$ cat src/rtl/moving_ground_scroll_ctrl_if.sv
// Bundle between game logic and the ground scroll sequencer: event inputs
// and the per-frame segment coordinates.
interface moving_ground_scroll_ctrl_if;
    logic               startOfFrame;
    logic               enable;
    logic               pauseReq;
    logic               speedUp;
    logic               speedDown;
    logic               collision;
    logic signed [10:0] topLeftX1;
    logic signed [10:0] topLeftX2;
    logic        [10:0] topLeftY;
    logic        [3:0]  speed;
    logic               scrolling;
    logic               crashing;

    modport master (
        output startOfFrame, enable, pauseReq, speedUp, speedDown, collision,
        input  topLeftX1, topLeftX2, topLeftY, speed, scrolling, crashing
    );

    modport slave (
        input  startOfFrame, enable, pauseReq, speedUp, speedDown, collision,
        output topLeftX1, topLeftX2, topLeftY, speed, scrolling, crashing
    );
endinterface

$ cat src/rtl/moving_ground_scroll_ctrl.sv
// Per-frame scroll sequencer for two tiled ground segments: phase counter,
// speed control and a run/pause/crash FSM with registered coordinate outputs.
module moving_ground_scroll_ctrl #(
    parameter int TILE_W       = 640,
    parameter int GROUND_Y     = 440,
    parameter int START_SPEED  = 2,
    parameter int MAX_SPEED    = 8,
    parameter int CRASH_FRAMES = 60
) (
    input  logic                         clk,
    input  logic                         resetN,
    moving_ground_scroll_ctrl_if.slave   bus
);

    typedef enum logic [1:0] {IDLE, RUN, PAUSED, CRASH} state_e;

    localparam logic [10:0] TILE_W_C   = 11'(TILE_W);
    localparam logic [10:0] GROUND_Y_C = 11'(GROUND_Y);
    localparam logic [3:0]  START_C    = 4'(START_SPEED);
    localparam logic [3:0]  MAX_C      = 4'(MAX_SPEED);
    localparam logic [7:0]  CRASH_C    = 8'(CRASH_FRAMES);

    state_e             state_q, state_d;
    logic [9:0]         p_q, p_d;
    logic [3:0]         speed_q, speed_d;
    logic [7:0]         crash_cnt_q, crash_cnt_d;
    logic signed [10:0] x1_q, x2_q;
    logic               scrolling_q, crashing_q;

    logic [10:0] p_sum;
    logic [10:0] p_wrap;
    logic [9:0]  p_adv;
    logic [3:0]  speed_step;

    // speed < TILE_W, so a single subtraction always brings the sum back in range
    assign p_sum  = {1'b0, p_q} + {7'b0, speed_q};
    assign p_wrap = (p_sum >= TILE_W_C) ? (p_sum - TILE_W_C) : p_sum;
    assign p_adv  = p_wrap[9:0];

    always_comb begin
        speed_step = speed_q;
        if (bus.speedUp && !bus.speedDown && speed_q < MAX_C)
            speed_step = speed_q + 4'd1;
        else if (bus.speedDown && !bus.speedUp && speed_q > 4'd1)
            speed_step = speed_q - 4'd1;
    end

    always_comb begin
        // NOTE: every next-state value defaults to its hold value first so no path infers a latch.
        state_d     = state_q;
        p_d         = p_q;
        speed_d     = speed_q;
        crash_cnt_d = crash_cnt_q;
        unique case (state_q)
            IDLE: begin
                if (bus.enable) state_d = RUN;
            end
            RUN: begin
                speed_d = speed_step;
                if (bus.collision) begin
                    state_d     = CRASH;
                    crash_cnt_d = CRASH_C;
                end else begin
                    if (bus.startOfFrame) p_d = p_adv;
                    if (!bus.enable)      state_d = IDLE;
                    else if (bus.pauseReq) state_d = PAUSED;
                end
            end
            PAUSED: begin
                speed_d = speed_step;
                if (bus.collision) begin
                    state_d     = CRASH;
                    crash_cnt_d = CRASH_C;
                end else if (!bus.enable) begin
                    state_d = IDLE;
                end else if (bus.pauseReq) begin
                    state_d = RUN;
                end
            end
            CRASH: begin
                // enable, pause and speed requests are ignored so the crash always completes
                if (bus.startOfFrame) begin
                    if (crash_cnt_q <= 8'd1) begin
                        state_d     = IDLE;
                        p_d         = '0;
                        speed_d     = START_C;
                        crash_cnt_d = '0;
                    end else begin
                        crash_cnt_d = crash_cnt_q - 8'd1;
                    end
                end
            end
            default: state_d = IDLE;
        endcase
    end

    always_ff @(posedge clk or negedge resetN) begin
        if (!resetN) begin
            state_q     <= IDLE;
            p_q         <= '0;
            speed_q     <= START_C;
            crash_cnt_q <= '0;
            x1_q        <= '0;
            x2_q        <= TILE_W_C;
            scrolling_q <= 1'b0;
            crashing_q  <= 1'b0;
        end else begin
            // NOTE: sequential state uses non-blocking assignments so all registers update together.
            state_q     <= state_d;
            p_q         <= p_d;
            speed_q     <= speed_d;
            crash_cnt_q <= crash_cnt_d;
            // coordinates are built from the next phase so they land with it
            x1_q        <= 11'd0 - {1'b0, p_d};
            x2_q        <= TILE_W_C - {1'b0, p_d};
            scrolling_q <= (state_d == RUN);
            crashing_q  <= (state_d == CRASH);
        end
    end

    assign bus.topLeftX1 = x1_q;
    assign bus.topLeftX2 = x2_q;
    assign bus.topLeftY  = GROUND_Y_C;
    assign bus.speed     = speed_q;
    assign bus.scrolling = scrolling_q;
    assign bus.crashing  = crashing_q;

endmodule

$ cat src/flat_wrapper.sv
// flat-port wrapper written by rule: the top's interface ports become plain ports
module moving_ground_scroll_ctrl_flat 
#(
    parameter int TILE_W       = 640,
    parameter int GROUND_Y     = 440,
    parameter int START_SPEED  = 2,
    parameter int MAX_SPEED    = 8,
    parameter int CRASH_FRAMES = 60
)
  (clk, resetN, bus_startOfFrame, bus_enable, bus_pauseReq, bus_speedUp, bus_speedDown, bus_collision, bus_topLeftX1, bus_topLeftX2, bus_topLeftY, bus_speed, bus_scrolling, bus_crashing);
  moving_ground_scroll_ctrl_if bus_i ();
  input  logic clk;
  input  logic resetN;
  input wire logic [$bits(bus_i.startOfFrame)-1:0] bus_startOfFrame;
  input wire logic [$bits(bus_i.enable)-1:0] bus_enable;
  input wire logic [$bits(bus_i.pauseReq)-1:0] bus_pauseReq;
  input wire logic [$bits(bus_i.speedUp)-1:0] bus_speedUp;
  input wire logic [$bits(bus_i.speedDown)-1:0] bus_speedDown;
  input wire logic [$bits(bus_i.collision)-1:0] bus_collision;
  output wire logic [$bits(bus_i.topLeftX1)-1:0] bus_topLeftX1;
  output wire logic [$bits(bus_i.topLeftX2)-1:0] bus_topLeftX2;
  output wire logic [$bits(bus_i.topLeftY)-1:0] bus_topLeftY;
  output wire logic [$bits(bus_i.speed)-1:0] bus_speed;
  output wire logic [$bits(bus_i.scrolling)-1:0] bus_scrolling;
  output wire logic [$bits(bus_i.crashing)-1:0] bus_crashing;
  assign bus_i.startOfFrame = bus_startOfFrame;
  assign bus_i.enable = bus_enable;
  assign bus_i.pauseReq = bus_pauseReq;
  assign bus_i.speedUp = bus_speedUp;
  assign bus_i.speedDown = bus_speedDown;
  assign bus_i.collision = bus_collision;
  assign bus_topLeftX1 = bus_i.topLeftX1;
  assign bus_topLeftX2 = bus_i.topLeftX2;
  assign bus_topLeftY = bus_i.topLeftY;
  assign bus_speed = bus_i.speed;
  assign bus_scrolling = bus_i.scrolling;
  assign bus_crashing = bus_i.crashing;
  moving_ground_scroll_ctrl #(.TILE_W(TILE_W), .GROUND_Y(GROUND_Y), .START_SPEED(START_SPEED), .MAX_SPEED(MAX_SPEED), .CRASH_FRAMES(CRASH_FRAMES)) u_core (.clk(clk), .resetN(resetN), .bus(bus_i));
endmodule
$ cat config.mk
export PLATFORM = sky130hd
export DESIGN_NAME = moving_ground_scroll_ctrl_flat
export DESIGN_NICKNAME = d
export VERILOG_FILES = /design/src/rtl/moving_ground_scroll_ctrl_if.sv /design/src/rtl/moving_ground_scroll_ctrl.sv /design/src/flat_wrapper.sv
export SDC_FILE = /design/constraint.sdc
export NUM_CORES = 1
export LEC_CHECK = 0
export CORE_ASPECT_RATIO = 1.1
export CORE_MARGIN = 2
export CORE_UTILIZATION = 55
export CTS_BUF_LIST = sky130_fd_sc_hd__clkbuf_8
export DETAILED_ROUTE_END_ITERATION = 8
export PLACE_DENSITY = 0.91
export REMOVE_ABC_BUFFERS = 1
export SYNTH_ARGS = -nofsm -noshare
export SYNTH_HDL_FRONTEND = slang
export SYNTH_SLANG_ARGS = --single-unit
$ cat constraint.sdc
create_clock -name clk -period 7.8 [get_ports clk]
set_input_delay 1.56 -clock clk [delete_from_list [all_inputs] [get_ports clk]]
set_output_delay 1.56 -clock clk [all_outputs]
set_load 0.005 [all_outputs]
Yosys cells after proc, flatten, opt, wreduce, memory -nomap -nowiden. Index checks and enable logic that the tools add are counted. Widths: inputs -> output; s select.

Add/subtract/negate cells: 7. Order comparisons: 4. Equal/unequal tests: 9. Multiplexer cells: 25. Reduce and logical (&&, ||, !) cells: 11.

Operators with widths (count): $mux 10 (5); $mux 8 (3); $pmux 10 s2 (1); $mux 2 (9); $mux 4 (4); $pmux 8 s2 (1); $add 10x4->11 (1); $ge 11x10->1 const B (1); $sub 1x10->11 const A (1); $sub 10x10->11 const A (1); $sub 10x10->10 const B (1); $le 8x1->1 const B (1); $pmux 2 s4 (1); $pmux 4 s2 (1); $sub 8x1->8 const B (1); $eq 2x2->1 const B (3); $add 4x1->4 const B (1); $eq 2x1->1 const B (2); $gt 4x1->1 const B (1); $logic_and 1x1->1 (4); $lt 4x4->1 const B (1); $ne 2x1->1 const B (2); $reduce_and 4->1 (1); $sub 4x1->4 const B (1); other kinds (7) (8).

Bits in registers: 48. Input bits: 8. Output and inout port bits: 39. Logic and storage cells: 64.

Depth between registers and ports, before layout. Gate-level depths: netlist of run 1.

Word-level depth: 7. Mapped depth: 11. Mapped depth without buffers: 11.

Worst setup path before layout of run 1. Ideal clock, no wire load.

Path kind: input -> register. Start point: input port bus_collision. End point: register u_core.x2_q[9], in the netlist u_core.bus.topLeftX2[9]. Library setup time: 0.075 ns. Arrival time: 3.249 ns. Data required time: 7.725 ns. Path slack: 4.476 ns. Cell stages on the path: 8. Buffers on the path: 1. Path through: clkbuf_1 > and2_1 > or2_2 > a221oi_2 > and3_4 > nand4_2 > a21oi_2 > xnor2_1.

Cells in the longest elaborated chain, start to end: 3.

Ends and longest elaborated chain: from (decl) (RTL line flat_wrapper.sv:19) `input wire logic [$bits(bus_i.collision)-1:0] bus_collision;`; $mux 10 (RTL line moving_ground_scroll_ctrl.sv:60) `if (bus.collision) begin`; $pmux 10 s2 (RTL line moving_ground_scroll_ctrl.sv:54) `unique case (state_q)`; $sub 10x10->11 (RTL line moving_ground_scroll_ctrl.sv:115) `x2_q <= TILE_W_C - {1'b0, p_d};`; to (signal assigned) (RTL line moving_ground_scroll_ctrl.sv:115); to (decl) (RTL line moving_ground_scroll_ctrl.sv:27) `logic signed [10:0] x1_q, x2_q;`.

No other way between the ends. A chain may end at the register's enable or synchronous reset.

Worst setup path in the final report of run 1.
Start point: input port bus_startOfFrame. End point: register u_core.x1_q[9], in the netlist u_core.bus.topLeftX1[9].

Cells in the longest elaborated chain, start to end: 4. Elaborated cells on any way between the ends: 5. Those cells by class: add/sub: 1; mux: 4.

Ends and longest elaborated chain: from (decl) (RTL line flat_wrapper.sv:14) `input wire logic [$bits(bus_i.startOfFrame)-1:0] bus_startOfFrame;`; $mux 10 (RTL line moving_ground_scroll_ctrl.sv:64) `if (bus.startOfFrame) p_d = p_adv;`; $mux 10 (RTL line moving_ground_scroll_ctrl.sv:60); $pmux 10 s2 * (RTL line moving_ground_scroll_ctrl.sv:54); $sub 1x10->11 * (RTL line moving_ground_scroll_ctrl.sv:114) `x1_q <= 11'd0 - {1'b0, p_d};`; to (signal assigned) (RTL line moving_ground_scroll_ctrl.sv:114); to (decl) (RTL line moving_ground_scroll_ctrl.sv:27).

Mark *: on every way between the ends. The rest lies on a longest branch, timed or not.

==> results of run 1 <==
## registers in the layout, indices dropped and copies added, names as in the netlist
name                  flops
u_core.bus.topLeftX1     10
u_core.bus.scrolling      1
u_core.bus.crashing       1
u_core.state_q            2
u_core.p_q               10
u_core.bus.speed          4
u_core.crash_cnt_q        8
u_core.bus.topLeftX2      4
## area by class of cell
type	instances	area, um2
Clock buffer	5	68.8
Clock inverter	3	42.5
Fill cell	349	1590
Inverter	23	86.3
Multi-Input combinational cell	212	1510
Sequential cell	40	1000
Tap cell	56	70.1
Timing Repair Buffer	35	345
## per-layer routing
metal  track usage (%)  vias up  wire, um
met2              35.9       85      2760
li1                  -     1065         -
met5                 0        -         0
met3              3.64       10       343
met4              8.68        0        93
met1              27.2     1068      2430
## kinds of logic after synthesis
kind of cell | after synthesis | synth area share, %
other cells | 2 | 0.274
flops | 40 | 36.7
mux | 2 | 0.777
buf+inv | 48 | 9.47
simple gates | 92 | 19.8
xor+xnor | 13 | 4.16
compound gates | 79 | 21.7
fa+ha+maj | 15 | 7.13
## critical path, cell delays in order
cell and delay (ns):
clkdlybuf4s50_1 0.59, o21ai_1 0.17, or2_2 0.36, a221oi_2 0.42
and3_4 0.29, nand4_2 0.17, nor3_2 0.19, xnor2_1 0.14
## path summary, 6_finish.rpt
path                       cells past startpoint                      end  slack (ns)             startpoint
max                                            8  u_core.bus.topLeftX1[9]        4.11       bus_startOfFrame
min                                            2    u_core.crash_cnt_q[6]        0.52  u_core.crash_cnt_q[6]
max reg2reg                                   10  u_core.bus.topLeftX2[8]        4.57    u_core.bus.speed[0]
min reg2reg                                    2    u_core.crash_cnt_q[6]        0.52  u_core.crash_cnt_q[6]
max in group asynchronous                      1      u_core.bus.speed[2]        5.87                 resetN
min in group asynchronous                      1        u_core.state_q[0]        1.37                 resetN
## cells in the final DEF, fill, tap and decap left out, types with 3 or more instances in the layout
master           count
ha_1                14
xor2_1               5
clkdlybuf4s50_1     34
nand3_1              5
nand2b_1             6
nor3_1               8
a21oi_1             11
conb_1              11
o211ai_1             3
dfrtp_1             37
o31ai_1              4
nor2b_1              6
inv_1               23
a22o_1               4
a21o_1               4
o21ai_0             20
or3_1                4
clkbuf_8             5
nor2_1              15
nor4_1               3
xnor2_1              8
dfstp_2              3
o21ai_1              3
nand2_1             21
and2_1               5
## per-stage QoR
stage          hold slack, ns  power [mW]  area, um2  utilization [%]  instances
4_1_cts                 0.520        1.26       3120             66.2        374
3_3_place_gp            0.492        1.06       3010             63.9        366
2_1_floorplan           0.457       0.836       2600                -        275
5_1_grt                 0.568        1.36       3120             66.2        374
6_report                0.519        1.26       3120             66.2        374
3_5_place_dp            0.504        1.08       3010             63.9        366
## power breakdown
| part | internal [mW] | switching (mW) | total [mW] |
|---|---|---|---|
| logic | 0.341 | 0.381 | 0.722 |
| registers | 0.291 | 0.0758 | 0.367 |
| clock network | 0.0947 | 0.0735 | 0.168 |
==> key figures, run 1 <==
Floorplan
  – Die Y: 78.0 um
  – Rows: 26
  – I/O Pins: 47
  – Die W: 71.3 um
  – Die ar.: 5560 um2
  – Core Region: 4720 um2
  – Initial Util: 58.0%

Cells and area
  – Nets@finish: 340
  – Number of antenna diodes: 0
  – Layout cell share with drive strength beyond 1: 8.81%
  – Layout area overhead: 14.2%

Pwr
  – Leak: 1.31 nW
  – Maximum vdd ir drop: 0.000240 V
  – Cell Pwr Density: 402 nW/um2

Logic synthesis
  – Top post-synthesis cells by area: dfrtp_1 (34%), ha_1 (6.4%), buf_4 (5.2%)
  – Seq cells post-synth: 40
  – Syn avg cell area: 9.40 um2
  – Post-synth EDFFs: 0
  – Sequential fraction of the synthesis area: a little under two fifths
  – Synth cell types: 65
  – Count leader, synth: dfrtp_1
  – Top cells by count, synth: dfrtp_1 (37), inv_1 (23), nand2_1 (21)
  – Most used DFF post-synth: dfrtp_1
  – Async SR Flop Fraction: 100%
  – Yosys top cell area share: 33.8%
  – Cell area after synthesis: 2740 um2
  – Yosys top cell by area: dfrtp_1
  – Synthesis Warnings: 0
  – Cells after Synth: ~290

STA
  – Unrepaired setup endpoints after global routing: no
  – Fin Clk Skew: 0.0127 ns
  – Setup TNS: 0 ns
  – Setup WS post-layout: 4.11 ns
  – Final Critical Period: between 3 and 4 ns
  – Final setup vio count: 0
  – Peak Freq: 271 MHz
  – Final period utilization: 47.3%
  – Slew @ Worst Pin: 0.871 ns
  – Slew Viols, Final: 0
  – Max-slew headroom: between 40% and 50%
  – Endpoints failing hold: 0

Global route
  – Grt total ovfl: 0
  – Largest net degree at the start of global routing: 41
  – Vias in the first global route: 2161
  – Initial antenna violation count: 0
  – Global-route wire length before repair: 9600 um
  – GR Util All Layers: ~21%

Detailed routing
  – Routed wire length per instance: 15.1 um
  – Via count: 2228
  – Pre-Repair DR Iteration Count: 4
  – DRC errors left: 0
  – Iter 0 DRT Violations: ~140
  – DR vias/cell: roughly 6.0
  – Antenna viol nets, final: 0
  – Routed WL: 5630 um

Clocking
  – Post-CTS sizing: 0
  – Cts hold-fix bufs: 0
  – Clock latency on the worst-skew pair: 0.30 ns
  – CTS buffer count: 5
  – TritonCTS clock tree: done
  – Postcts setup bufs: 0
  – Clock-pin slew on the worst setup and hold paths: 0.07 ns
  – Clock sinks: 40
  – H-tree depth: 2
  – Clock buffer depth: 2
  – CTS Root Cell: clkbuf_8

Placement
  – Gpl congestion: about 0.95
  – # port buffers: 35
  – HPWL after DPL: between 4000 and 5000 um
  – Setup WS pre-CTS: 3.82 ns

Worst hold path
  – Worst Hold Class: register to register

Setup path
  – Critical Path RT: 8.01 ns
  – Critical Path AT: 3.90 ns
  – CP Max Fanout: 7
  – WS Path Type: input port to register
  – CP endpoint kind: register
  – CP Launch Type: input port

Job
  – MaxCap Viol Count: 0

Status
  – Outcome: finished clean
Note: power is estimated with default switching activity, not from simulation.
==> run 2, diff against run 1 <==
Settings changed: CORE_UTILIZATION 55 to 50, PLACE_DENSITY 0.91 to 0.88.
Clock period 7.8 ns to 3.35 ns, I/O delays scaled along.
==> run 2 against run 1 <==
Net effect: register-to-register slack worse by 4.4 ns; largest cell class unchanged; clock skew is 0.0094 ns lower; die area is 9.5% higher; final area is 1.4% higher; power is 140% higher; flip-flop and latch count stayed put; largest power group unchanged; critical path type is now register to register.
==> key figures, run 2 (synthesis results as in run 1) <==
Floorplan
  – Rows: 28
  – Initial Util: about half
  – Die Y: 81.6 um
  – Core Region: 5330 um2
  – Die ar.: 6080 um2
  – Die W: 74.5 um
  – I/O Pins: 47

Pwr
  – Pwr Total: about 3.0 mW
  – Reg power frac: 28.7%
  – Comb power frac: 57.4%
  – Cell Pwr Density: approximately 940 nW/um2
  – Leak: 1.32 nW
  – Sw power: 1.27 mW
  – Maximum vdd ir drop: 0.000396 V
  – Clock Power Share: between 10% and 20%
  – Sw frac: 42.9%
  – Int Pwr: 1.70 mW

Cells and area
  – Nets@finish: 342
  – Area of the multi-input gates: 1510 um2
  – Fillers: 470
  – Final cell count without fillers: between 300 and 400
  – Most frequent cells in the layout: dfrtp_1 (37), clkdlybuf4s50_1 (34), inv_1 (23), nand2_1 (21), o21ai_0 (20)
  – Layout area overhead: 15.7%
  – Number of antenna diodes: 0
  – Design Area, Final: approximately 3200 um2
  – Storage element area: about 1000 um2
  – Layout cell share with drive strength beyond 1: 9.38%
  – Leading cell type in the layout, fill and taps excluded: dfrtp_1
  – Final core occ: 59.5%

Clocking
  – CTS Root Cell: clkbuf_8
  – CTS buffer count: 5
  – Post-CTS sizing: 0
  – Clock latency on the worst-skew pair: 0.30 ns
  – H-tree depth: 2
  – Clock buffer depth: 2
  – Cts hold-fix bufs: 0
  – Clock-pin slew on the worst setup and hold paths: around 0.090 ns
  – Clock sinks: 40
  – TritonCTS clock tree: done
  – Postcts setup bufs: 0

STA
  – Unrepaired setup endpoints after global routing: no
  – Final Critical Period: 3.16 ns
  – Slew Viols, Final: 0
  – Fin Clk Skew: 0.00330 ns
  – Final period utilization: 94.4%
  – Max-slew headroom: between 30 and 40%
  – Final setup vio count: 0
  – Setup TNS: 0 ns
  – Worst hold slack: 0.492 ns
  – Slew @ Worst Pin: 0.901 ns
  – Peak Freq: about 320 MHz
  – Setup WS post-layout: roughly 0.19 ns
  – Endpoints failing hold: 0

Setup path
  – Critical Path AT: 3.34 ns
  – R2r worst-path depth: 10
  – Worst R2R Setup Slack: between 0.15 and 0.2 ns
  – Critical Path RT: 3.53 ns
  – CP cell instances: ha_1 -> inv_1 -> fa_1 -> nand2b_1 -> a211oi_1 -> xor2_1 -> or3b_1 -> a32oi_4 -> o21ai_2 -> xnor2_1
  – CP Launch Type: register
  – CP Max Fanout: 8
  – WS Path Type: register to register
  – CP max stage delay: 0.49 ns
  – CP endpoint kind: register
  – Reg2Reg Capture Point: u_core.bus.topLeftX2[8]
  – CP max stage cell: dfrtp_1
  – Reg-to-Reg Start: u_core.bus.speed[0]

Global route
  – Vias in the first global route: 2171
  – Largest net degree at the start of global routing: 41
  – GR Util All Layers: 21.1%
  – Initial antenna violation count: 0
  – Global-route wire length before repair: ~9900 um
  – Grt total ovfl: 0

Placement
  – HPWL after DPL: 4480 um
  – Cell Count Post-Placement: 387
  – Setup WS pre-CTS: ~0.24 ns
  – # port buffers: 35
  – Gpl congestion: 0.978
  – Post-DP Area: 3050 um2

Detailed routing
  – Pre-Repair DR Iteration Count: 4
  – Antenna viol nets, final: 0
  – Routed wire length per instance: about 15 um
  – Via count: around 2200
  – DRC errors left: 0
  – Iter 0 DRT Violations: ~210
  – DR vias/cell: 5.66
  – Routed WL: 5990 um

Worst hold path
  – Worst Hold Class: input port to async pin

Status
  – Outcome: finished clean

Job
  – MaxCap Viol Count: 0
==> run 2: cell types whose count changed in the layout (fill, tap and decap cells not counted) <==
| cell | before | now |
|---|---|---|
| buf_4 | 0 | 2 |
| clkinv_2 | 1 | 0 |
| inv_6 | 0 | 1 |
==> run 2: critical path: cells and delay by family (launching register included) <==
| kind | cells | cell delay (ns) |
|---|---|---|
| simple gates | 2 | 0.65 |
| buf+inv | 1 | 0.06 |
| xor+xnor | 2 | 0.45 |
| fa+ha+maj | 2 | 0.62 |
| compound gates | 3 | 0.80 |
| flops | 1 | 0.49 |
==> run 2: power groups by stage <==
| stage | clock (mW) | combinational, mW | sequential [mW] |
|---|---|---|---|
| floorplan | 0 | 1.11 | 0.836 |
| global placement | 0 | 1.62 | 0.854 |
| detailed placement | 0 | 1.69 | 0.857 |
| CTS | 0.416 | 1.71 | 0.849 |
| global route | 0.436 | 1.89 | 0.875 |
| finish | 0.412 | 1.71 | 0.853 |
==> run 2: how the worst max path moves through the flow <==
| stage | from | to | slack (ns) | cells past startpoint |
|---|---|---|---|---|
| 2_1_floorplan | u_core.bus.speed[1] | u_core.bus.topLeftX2[8] | 0.48 | 9 |
| 3_3_place_gp | u_core.bus.speed[1] | u_core.bus.topLeftX2[8] | 0.36 | 9 |
| 3_5_place_dp | bus_startOfFrame | u_core.bus.topLeftX2[9] | 0.24 | 8 |
| 4_1_cts | u_core.bus.speed[0] | u_core.bus.topLeftX2[8] | 0.24 | 10 |
| 5_1_grt | u_core.bus.speed[0] | u_core.bus.topLeftX2[8] | 0.05 | 10 |
| 6_report | u_core.bus.speed[0] | u_core.bus.topLeftX2[8] | 0.19 | 10 |
==> run 2: area by class of cell <==
cell class | count | area share (%)
clock buffer | 5 | 2.17
clock inverter | 3 | 1.46
inverter | 23 | 2.73
multi-input combinational | 212 | 47.6
sequential | 40 | 31.7
tap | 75 | 2.96
timing repair buffer | 37 | 11.4
==> run 2: layer usage <==
layer	share of wire, %	global-route usage, %
met1	40	24.5
met2	51	37.3
met3	5.9	5.40
met4	2.5	8.04
met5	0	0
==> run 3, diff against run 2 <==
Settings changed: CTS_CLUSTER_DIAMETER from default to 80.
==> results of run 3 <==
The final DEF is identical to that of run 2; final timing and power are the same.
==> patch (settings of run 2) <==
The 4 states of `state_e` get a one-hot encoding in 4 bits.
--- a/src/rtl/moving_ground_scroll_ctrl.sv
+++ b/src/rtl/moving_ground_scroll_ctrl.sv
@@ -14,3 +14,3 @@
 
-    typedef enum logic [1:0] {IDLE, RUN, PAUSED, CRASH} state_e;
+    typedef enum logic [3:0] {IDLE = 4'b0001, RUN = 4'b0010, PAUSED = 4'b0100, CRASH = 4'b1000} state_e;
 
Function: no difference found for any inputs over 4 cycles, from zero or initial values and one cycle with resetN low; so few cycles prove little.
==> patch against run 2 <==
Routed wire length grew 4.5%; total power fell by 14%; global-route usage is 1.4 points lower; final area increased by 8.2%; largest power group unchanged; critical path type unchanged; core utilization grew 0.69 points; count of clock-buffer cells in the layout unchanged; area after synthesis up 6.8%; critical endpoint is now u_core.bus.topLeftX1[9]$_DFF_PN0_; non-clock buffer count grew 10; setup slack lost 0.079 ns; sequential cell count grew 2; critical path depth up 5.
==> patch: results (changes against run 2) <==
The met1 demand-to-capacity share in global routing came out at 0.2481 (was 0.2447). The portion of netlist area occupied by mux cells came out at 0.006849 (was 0.007773). The worst setup skew after layout is 0.008101 ns (was 0.003301 ns). The compound-gate portion of the synthesized area is 0.1901 (was 0.2167). The number of placed instances, taps included came out at 416 (was 387). The count of cell types in the netlist is 72 (was 65).

The final design utilization was 0.6016 (was 0.5947). The leakage power was 1.458 nW (was 1.317 nW). The biggest fanout along the worst timing path was 4 (was 8). The longest individual stage delay on the worst path came out at 0.53 ns (was 0.49 ns).

The met3 routing resource usage after global routing is 0.03871 (was 0.05399). Status: completed (unchanged). The fraction of layout instances using a drive strength above 1 is 0.1667 (was 0.09375). The source of the worst register-to-register timing path is u_core.bus.speed[1]$_DFFE_PN1P_ (was u_core.bus.speed[0]$_DFFE_PN0P_). The max-slew headroom at the worst pin is 0.4013 (was 0.3990). The path depth of the worst reg2reg path is 15 (was 10). The routed metal-1 wirelength is 2555 µm (was 2423 µm). The placed wire-length estimate came out at 4561 µm (was 4479 µm). The area share of fa/ha/maj cells after synthesis is 0.05394 (was 0.07133). The register bit total from synthesis came out at 42 (was 40).

The highest-delay cell along the critical path is sky130_fd_sc_hd__dfstp_2 (was sky130_fd_sc_hd__dfrtp_1). The placement-stage worst setup slack is -0.01138 ns (was 0.2423 ns). The worst hold slack after final layout is 0.4892 ns (was 0.4924 ns). The number of vias per cell after detailed routing was 5.753 (was 5.658). The worst voltage drop across the vdd grid is 670.5 µV (was 395.6 µV).

The final non-filler cell total was 425 (was 395). The final routed wire length divided by cell count is 14.73 µm (was 15.16 µm). The deepest level of the CTS H-tree is 2 (unchanged). The number of fill cells came out at 485 (was 470). The mean area per synthesized cell came to 9.279 µm² (was 9.403 µm²). The maximum number of pins on one net before global-route repair is 43 (was 41). The count of nets after finishing came out at 367 (was 342). The reg-to-reg endpoint is u_core.bus.topLeftX1[9]$_DFF_PN0_ (was u_core.bus.topLeftX2[8]$_DFF_PN0_). The wire length of the first global-routing pass came to 10460 µm (was 9901 µm). The area share of xor/xnor cells in the synthesized design came to 0.06336 (was 0.04161). The switching share of total power is 0.3718 (was 0.4285). The global routing usage on met2 came out at 0.3437 (was 0.3726). The portion of the post-synthesis area used by sequential elements is 0.3613 (was 0.3672). The final weighted congestion in routability-driven placement came to 0.9555 (was 0.9780).

The setup slack of the most critical reg-to-reg path came out at 0.11 ns (was 0.19 ns). The number of buffers on the longest clock path came out at 2 (unchanged). The post-route clock period utilization came out at 0.9677 (was 0.9443).

The met2 wire length came out at 3188 µm (was 3063 µm). The via count of the first global-routing pass is 2294 (was 2171). The placed cell area came to 0.003263 mm² (was 0.003052 mm²).

The overall track demand over capacity in global routing is 0.1977 (was 0.2114). Cell types occupying the most area after synthesis: sky130_fd_sc_hd__dfrtp_1 33%, sky130_fd_sc_hd__buf_4 5.7%, sky130_fd_sc_hd__ha_1 4.7% (was sky130_fd_sc_hd__dfrtp_1 34%, sky130_fd_sc_hd__ha_1 6.4%, sky130_fd_sc_hd__buf_4 5.2%).
==> patch: cell types whose count changed after synthesis, moves of 5 or more <==
cell	before	now
sky130_fd_sc_hd__nor2_1	15	21
sky130_fd_sc_hd__inv_1	23	18
sky130_fd_sc_hd__a21oi_1	11	16
sky130_fd_sc_hd__xor2_1	5	10
sky130_fd_sc_hd__nor2b_1	6	0
sky130_fd_sc_hd__nand3_1	5	10
sky130_fd_sc_hd__o21ai_0	20	13
==> patch: cells by family after synthesis <==
group                      Yosys count
and+or+nand+nor                    113
DFF                                 42
adders and majority gates           12
muxes                                2
other                                2
buffers and inverters               49
AOI/OAI and AO/OA                   76
xor gates and xnor gates            19
==> patch: power by group through the flow <==
stage / combinational [mW] / clock, mW / sequential (mW)
floorplan: 0.710 / 0 / 0.858
global placement: 1.24 / 0 / 0.839
detailed placement: 1.28 / 0 / 0.846
CTS: 1.29 / 0.417 / 0.836
global route: 1.44 / 0.437 / 0.862
finish: 1.30 / 0.405 / 0.839
==> patch: worst max-delay path: cells and delay by family (launching register included) <==
kind,cells,cell delay [ns]
xor gates and xnor gates,2,0.32
buffers and inverters,2,0.21
adders and majority gates,2,0.62
DFF,1,0.53
AOI/OAI and AO/OA,5,0.78
and+or+nand+nor,4,0.65
==> patch: final cells by class <==
cell class,count,share of cell area
multi-input combinational,233,0.4830
sequential,42,0.3081
timing repair buffer,47,0.1281
tap,77,0.02811
clock buffer,5,0.02008
inverter,18,0.01972
clock inverter,3,0.01278
==> patch: repair_timing <==
action	in CTS	in global routing
gates resized for setup	1	9
buffers inserted	0	1
endpoints found under the hold margin	0	0
hold buffers	0	0
setup endpoints to repair	1	9
